$ cat config.mk
export PLATFORM = sky130hd
export DESIGN_NAME = regfile_mp
export DESIGN_NICKNAME = d
export VERILOG_FILES = /design/src/rtl/regfile_mp.sv
export SDC_FILE = /design/constraint.sdc
export NUM_CORES = 1
export LEC_CHECK = 0
export BUFFER_PORTS_ARGS = -buffer_cell sky130_fd_sc_hd__buf_4
export CAP_MARGIN = 20
export CORE_MARGIN = 2
export CORE_UTILIZATION = 55
export DETAILED_ROUTE_END_ITERATION = 8
export PLACE_DENSITY = 0.79
export SLEW_MARGIN = 10
export SYNTH_ARGS = -nofsm -noshare
export SYNTH_HDL_FRONTEND = slang
export SYNTH_SLANG_ARGS = --single-unit
$ cat constraint.sdc
create_clock -name clk -period 3.8 [get_ports clk]
set_clock_uncertainty 0.05 [all_clocks]
set_input_delay 0.57 -clock clk [delete_from_list [all_inputs] [get_ports clk]]
set_output_delay 0.57 -clock clk [all_outputs]
set_load 0.05 [all_outputs]
$ cat src/rtl/regfile_mp.sv
// regfile_mp: multi-read-port register file with a post-reset clear sweep.
// Define REGFILE_BYPASS_EN to forward same-cycle write data to matching read ports.
module regfile_mp #(
    parameter int DATA_W   = 32,
    parameter int ADDR_W   = 5,
    parameter int NUM_REGS = 32,
    parameter int NUM_RD   = 3
) (
    input  logic                     clk,
    input  logic                     rst,
    input  logic                     we,
    input  logic [ADDR_W-1:0]        waddr,
    input  logic [DATA_W-1:0]        wdata,
    input  logic [NUM_RD-1:0]        re,
    input  logic [NUM_RD*ADDR_W-1:0] raddr,
    output logic [NUM_RD*DATA_W-1:0] rdata,
    output logic                     init_busy,
    output logic                     wr_err
);
    typedef enum logic {
        ST_INIT,
        ST_RUN
    } state_t;

    // One extra bit so NUM_REGS == 2**ADDR_W still compares correctly.
    localparam logic [ADDR_W:0]   REG_LIMIT = (ADDR_W+1)'(NUM_REGS);
    localparam logic [ADDR_W-1:0] LAST_PTR  = ADDR_W'(NUM_REGS - 1);

    state_t              state_q, state_d;
    logic [ADDR_W-1:0]   ptr_q, ptr_d;
    logic                init_busy_q, init_busy_d;
    logic                wr_err_q, wr_err_d;

    logic                mem_we;
    logic [ADDR_W-1:0]   mem_waddr;
    logic [DATA_W-1:0]   mem_wdata;
    logic [DATA_W-1:0]   mem_q [NUM_REGS];

    logic                waddr_ok;

    assign waddr_ok = ({1'b0, waddr} < REG_LIMIT);

    always_comb begin
        state_d     = state_q;
        ptr_d       = ptr_q;
        init_busy_d = init_busy_q;
        wr_err_d    = 1'b0;
        mem_we      = 1'b0;
        mem_waddr   = waddr;
        mem_wdata   = wdata;
        if (rst) begin
            state_d     = ST_INIT;
            ptr_d       = '0;
            init_busy_d = 1'b1;
        end else begin
            case (state_q)
                ST_INIT: begin
                    // The sweep owns the single write port; external writes are refused.
                    mem_we    = 1'b1;
                    mem_waddr = ptr_q;
                    mem_wdata = '0;
                    ptr_d     = ptr_q + 1'b1;
                    wr_err_d  = we;
                    if (ptr_q == LAST_PTR) begin
                        state_d     = ST_RUN;
                        init_busy_d = 1'b0;
                    end
                end
                ST_RUN: begin
                    if (we) begin
                        if (waddr_ok) begin
                            mem_we = 1'b1;
                        end else begin
                            wr_err_d = 1'b1;
                        end
                    end
                end
                default: begin
                    state_d     = ST_INIT;
                    ptr_d       = '0;
                    init_busy_d = 1'b1;
                end
            endcase
        end
    end

    always_ff @(posedge clk) begin
        state_q     <= state_d;
        ptr_q       <= ptr_d;
        init_busy_q <= init_busy_d;
        wr_err_q    <= wr_err_d;
    end

    always_ff @(posedge clk) begin
        if (mem_we) begin
            mem_q[mem_waddr] <= mem_wdata;
        end
    end

    generate
        for (genvar gi = 0; gi < NUM_RD; gi++) begin : g_rd
            logic [ADDR_W-1:0] ra;
            logic              ra_ok;
            logic [DATA_W-1:0] rd;

            assign ra    = raddr[gi*ADDR_W +: ADDR_W];
            assign ra_ok = ({1'b0, ra} < REG_LIMIT);

            always_comb begin
                rd = '0;
                if (!rst && !init_busy_q && re[gi] && ra_ok) begin
                    rd = mem_q[ra];
`ifdef REGFILE_BYPASS_EN
                    if (we && waddr_ok && (ra == waddr)) begin
                        rd = wdata;
                    end
`endif
                end
            end

            assign rdata[gi*DATA_W +: DATA_W] = rd;
        end
    endgenerate

    assign init_busy = init_busy_q;
    assign wr_err    = wr_err_q;

endmodule
=== Word level (Yosys, flattened, before mapping) ===
Memory sizes are Yosys's and may differ from the RTL's.
Index checks and enable logic that the tools add are counted.

* Flip-flop bits (word level): 8
* Latch bits: 0
* RAM bits: 1024
* Memory bits (read-only): 0
* Input port bits: 58
* Output and inout bits: 98
* Logic and storage cells: 30
* Memories: 1

{| class="wikitable"
|+ Memory list
! memory !! words !! width !! read ports !! clocked after memory_dff !! wr ports !! RTL line !! text
|-
| mem_q || 32 || 32 || 3 || 0 || 1 || 37 || <nowiki>logic [DATA_W-1:0] mem_q [NUM_REGS];</nowiki>
|}

* Add/sub/neg operators: 1
* Multiply operators: 0
* Divide/modulo/power cells: 0
* $lt $le $gt $ge: 0
* Eq/ne operators: 1
* Shifts and indexed selects: 0
* Mux-type cells: 15
* Bitwise logic cells: 1
* Reductions and logical operators: 7

{| class="wikitable"
|+ Operators by type and width
! kind !! number
|-
| $mux 32 || 5
|-
| $mux 5 || 2
|-
| $mux 1 || 6
|-
| $add 5x1->5 const B || 1
|-
| $eq 5x5->1 const B || 1
|-
| $logic_and 1x1->1 || 4
|-
| $pmux 1 s2 || 2
|-
| $logic_not 1->1 || 2
|-
| $reduce_and 2->1 || 1
|-
| $not 1->1 || 1
|}

=== Depth between registers and ports, before layout ===
* Depth after elaboration: 5
* Mapped depth: 8
* Mapped depth without buffers: 5

=== Worst setup path before layout ===
No wires, ideal clock.

* Path kind: input -> register
* From: input port rst
* To: memory mem_q[24][0] (enable)
* Setup time: 421 ps
* Data arrival time: 2910 ps
* Data required time: 3329 ps
* Slack: 419 ps
* Stages on the path: 5
* Path buffers: 1
* Cell sequence: nor2_1 -> clkbuf_1 -> mux2i_1 -> nand2_1 -> nor2_1

* Cells in the longest elaborated chain, start to end: 3
* Elaborated cells between the ends (all ways): 4
* Classes of those cells: 4 x mux

{| class="wikitable"
|+ Ends and longest elaborated chain
! item !! RTL line !! text
|-
| from (decl) || 10 || <nowiki>input logic rst,</nowiki>
|-
| $mux 1 || 51 || <nowiki>if (rst) begin</nowiki>
|-
| $mux 1 || 95 || <nowiki>if (mem_we) begin</nowiki>
|-
| $mux 1 (not written as such) || 96 || <nowiki>mem_q[mem_waddr] <= mem_wdata;</nowiki>
|-
| to (decl) || 37 ||
|}

Several ways; a longest one is shown, not always the timed one.

=== Worst setup path in the final report ===
* From: register init_busy_q, in the netlist init_busy
* To: output port rdata[81]

* Cells in the longest elaborated chain, start to end: 4

{| class="wikitable"
|+ Ends and longest elaborated chain
! item !! RTL line !! text
|-
| from (decl) || 31 || <nowiki>logic init_busy_q, init_busy_d;</nowiki>
|-
| from (signal assigned) || 90 || <nowiki>init_busy_q <= init_busy_d;</nowiki>
|-
| $logic_not 1->1 || 111 || <nowiki>if (!rst && !init_busy_q && re[gi] && ra_ok) begin</nowiki>
|-
| $logic_and 1x1->1 (2 in a row) || 111 ||
|-
| $mux 32 || 111 ||
|-
| to (decl) || 16 || <nowiki>output logic [NUM_RD*DATA_W-1:0] rdata,</nowiki>
|}

No other way between the ends.

==> flow_summary_export.csv <==
group,metric,value,unit
route,routed_wl,194,mm
sta,final_max_slew_viol_count,0,
route,drc,0,
place,place_congestion,0.926,
critical_path,r2r_cells,6,
floorplan,ioPinCount,156,
finish,area_delta_synth_final,13.8,%
sta,relSlewSlack,24.3,%
route,dr.pass1.iters,6,
synthesis,synth.area.top_cells,"edfxtp_1 54%, mux4_2 26%, mux2i_1 6.9%, a221o_1 1.7%, a22oi_1 1.3%",
critical_path,startpoint_type,"register",
floorplan,dieArea,0.105,mm²
place,dp_hpwl,122,mm
cts,clock_path_buffers,3,
synthesis,avgSynthCellArea,18.5,µm²
sta,period_share,101,%
critical_path,end_kind,"primary output",
grt,antenna_found_initial,5,
power,seqPwrFrac,48.6,%
floorplan,die_w,324,µm
synthesis,yosys.area_share.simple,1.48,%
place,port_buffers,155,
power,vdd.ir_drop.worst,0.363,mV
finish,layout.nets,3320,
power,internal-power,19.9,mW
route,vias,37910,
sta,worst_slew_pin_slew,1130,ps
power,pwr-share-comb,11.4,%
cts,ctsHoldBuffers,0,
run,maxCapViolCount,0,
synthesis,synth_edf_count,1024,
synthesis,ys_types,43,
finish,final_util,63.2,%
grt,first_global_vias,38586,
synthesis,yosys.area.top_type,"edfxtp_1",
grt,grt.met2_usage,54.6,%
synthesis,syn_inst,3045,
power,netSwitchingPower,6.25,mW
place,dp.cells,4509,
cts,postCtsSetupBuffers,0,
finish,layout-drive-gt1-share,39.0,%
critical_path,critPathSlowestCell,"a31oi_1",
synthesis,yosysWarnings,0,
cts,cts_tree,"built",
synthesis,synth-main-ff-cell,"edfxtp_1",
route,via_per_inst,8.04,
critical_path,path_cells,"nor2_1 -> nand2_2 -> buf_4 -> a221o_1 -> a31oi_1 -> buf_4",
power,p_sw_share,23.9,%
synthesis,synth_top_area_share,54.5,%
grt,grt_first_pass_wirelength,278,mm
sta,worst_slack,-20.4,ps
sta,hold_violations,0,
cts,clock_sinks,1032,
outcome,violations,"negative setup slack",
synthesis,synth_compound_gate_area_share,6.22,%
critical_path,crit_fanout,32,
synthesis,synth_top_family_by_area,"multiplexers",
grt,grt_util_met1,45.6,%
finish,finalNonFillerCells,4718,
critical_path,worstSetupPathType,"reg -> out",
outcome,outcome,"finished with violations",
power,leakagePower,21.4,nW
grt,grtUsageTotal,36.8,%
finish,final_common_cell,"edfxtp_1",
finish,layout_common_cells,"1,024 x edfxtp_1, 658 x mux4_2, 389 x mux2i_1",
sta,fmax,262,MHz
floorplan,num_rows,117,
hold_path,hp-class,"in -> reg",
critical_path,crit_top_cell,"buf_4",
floorplan,start_util,55.5,%
synthesis,synth_nets,3105,
grt,grt_start_max_net_pins,61,
cts,numCtsBuffers,103,
route,ant_nets,0,
synthesis,synthesis.area,0.0565,mm²
place,placed_area,0.0606,mm²
floorplan,core,0.102,mm²
cts,cts_resized,0,
grt,overflow,0,
power,power.total,26.1,mW
sta,period_needed,3820,ps
route,wl_per_cell,41.2,µm
grt,grt-busiest-layer,"met2",
synthesis,synthAdderAreaFrac,0.0443,%
cts,clk_latency,690,ps
finish,fillers,6673,
critical_path,arrival,3200,ps
critical_path,critPathMaxStageDelay,600,ps
finish,final_cell_area,0.0643,mm²
synthesis,synth-seq-cells,1032,
sta,rsz0062_at_grt,"no",
hold_path,min_path_cells,2,
synthesis,synth-xor-area-share,0.0465,%
synthesis,ys_async_sr_fraction,0,%
critical_path,critPathRequiredTime,3180,ps
cts,cts_htree_levels,3,
route,dr.first_iter.drc_count,6787,
cts,root_buffer,"clkbuf_16",
synthesis,synth_mux_area_share,33.8,%
floorplan,fp.dieH,324,µm
power,clockPowerShare,40.0,%
sta,setup_viol,2,
power,power.density,407,mW/mm²
cts,path_clk_slew,60,ps
grt,use_met3,13.2,%
synthesis,ys_seq_area_share,54.8,%
[power groups by stage]
| stage | combinational, mW | clock (mW) | sequential [mW] |
|---|---|---|---|
| global route | 3.05 | 10.9 | 12.7 |
| finish | 2.98 | 10.5 | 12.7 |
| global placement | 2.77 | 0 | 12.9 |
| floorplan | 1.88 | 0 | 12.9 |
| CTS | 2.86 | 10.4 | 12.7 |
| detailed placement | 2.85 | 0 | 12.9 |
[metal layers]
metal | vias up | share of wire (%) | wire [µm]
met3 | 957 | 16 | 30800
met5 | - | 0.036 | 70
met2 | 3926 | 45 | 86800
met1 | 19076 | 31 | 60500
met4 | 8 | 8.3 | 16100
li1 | 13943 | - | -
[critical path, delay by kind of cell (launching register included)]
| family | cells | cell delay, ps |
|---|---|---|
| DFF | 1 | 340 |
| AOI/OAI and AO/OA | 2 | 1010 |
| buffers and inverters | 2 | 680 |
| and+or+nand+nor | 2 | 440 |
[flip-flops by register name (all words and copies together) (netlist names)]
signal and cells:
init_busy 1, state_q 1, ptr_q 5, mem_q 1024
wr_err 1
[cell usage after synthesis (2+ instances only)]
library cell and number:
o21ai_0 35, mux4_1 14, xor2_1 2, buf_1 4
nand2b_1 4, and2_1 4, clkbuf_1 78, o2111ai_1 25
dfxtp_1 8, a31oi_1 96, or4b_2 2, ha_1 2
buf_6 48, a221oi_1 71, o21ai_1 38, inv_1 3
buf_2 87, edfxtp_1 1024, mux4_2 658, a21oi_1 2
nor2_1 53, a221o_1 96, nor2b_1 39, clkbuf_4 4
and2b_4 2, mux2i_1 389, a22oi_1 96, buf_4 72
nand2_1 67, buf_12 6, mux2_2 2, buf_8 3
[layout make-up]
cell class              count  area, µm²  share of cell area [%]
well taps                1368       1710                    2.66
repair buffers            413       4240                    6.59
flip-flops and latches   1032      30900                    48.1
inverters                   3       18.8                  0.0292
clock inverters            65        664                    1.03
clock buffers             126       2750                    4.28
diodes                      4       10.0                  0.0156
multi-input cells        1707      24000                    37.3
[stage by stage]
stage                     hold WS (ps)  setup WS, ps  TNS [ps]
after floorplan                    479           419         0
after global placement             420           182         0
final                             58.6         -20.4     -22.3
after global routing              80.1          55.0         0
after detailed placement           480           163         0
after CTS                         48.0           150         0
[cells by family after synthesis]
kind of cell	after synthesis
AOI/OAI and AO/OA	461
xor gates and xnor gates	3
adders and majority gates	2
buffers and inverters	306
DFF	1032
muxes	1063
and+or+nand+nor	178
[path summary, 6_finish.rpt]
path / startpoint / to / slack (ps)
setup / recovery: init_busy / rdata[81] / -20
hold / removal: we / wr_err / 60
setup reg to reg: state_q / mem_q[12][18] / 470
hold reg to reg: init_busy / init_busy / 500
No activity file was read; power rests on OpenSTA's default activity.
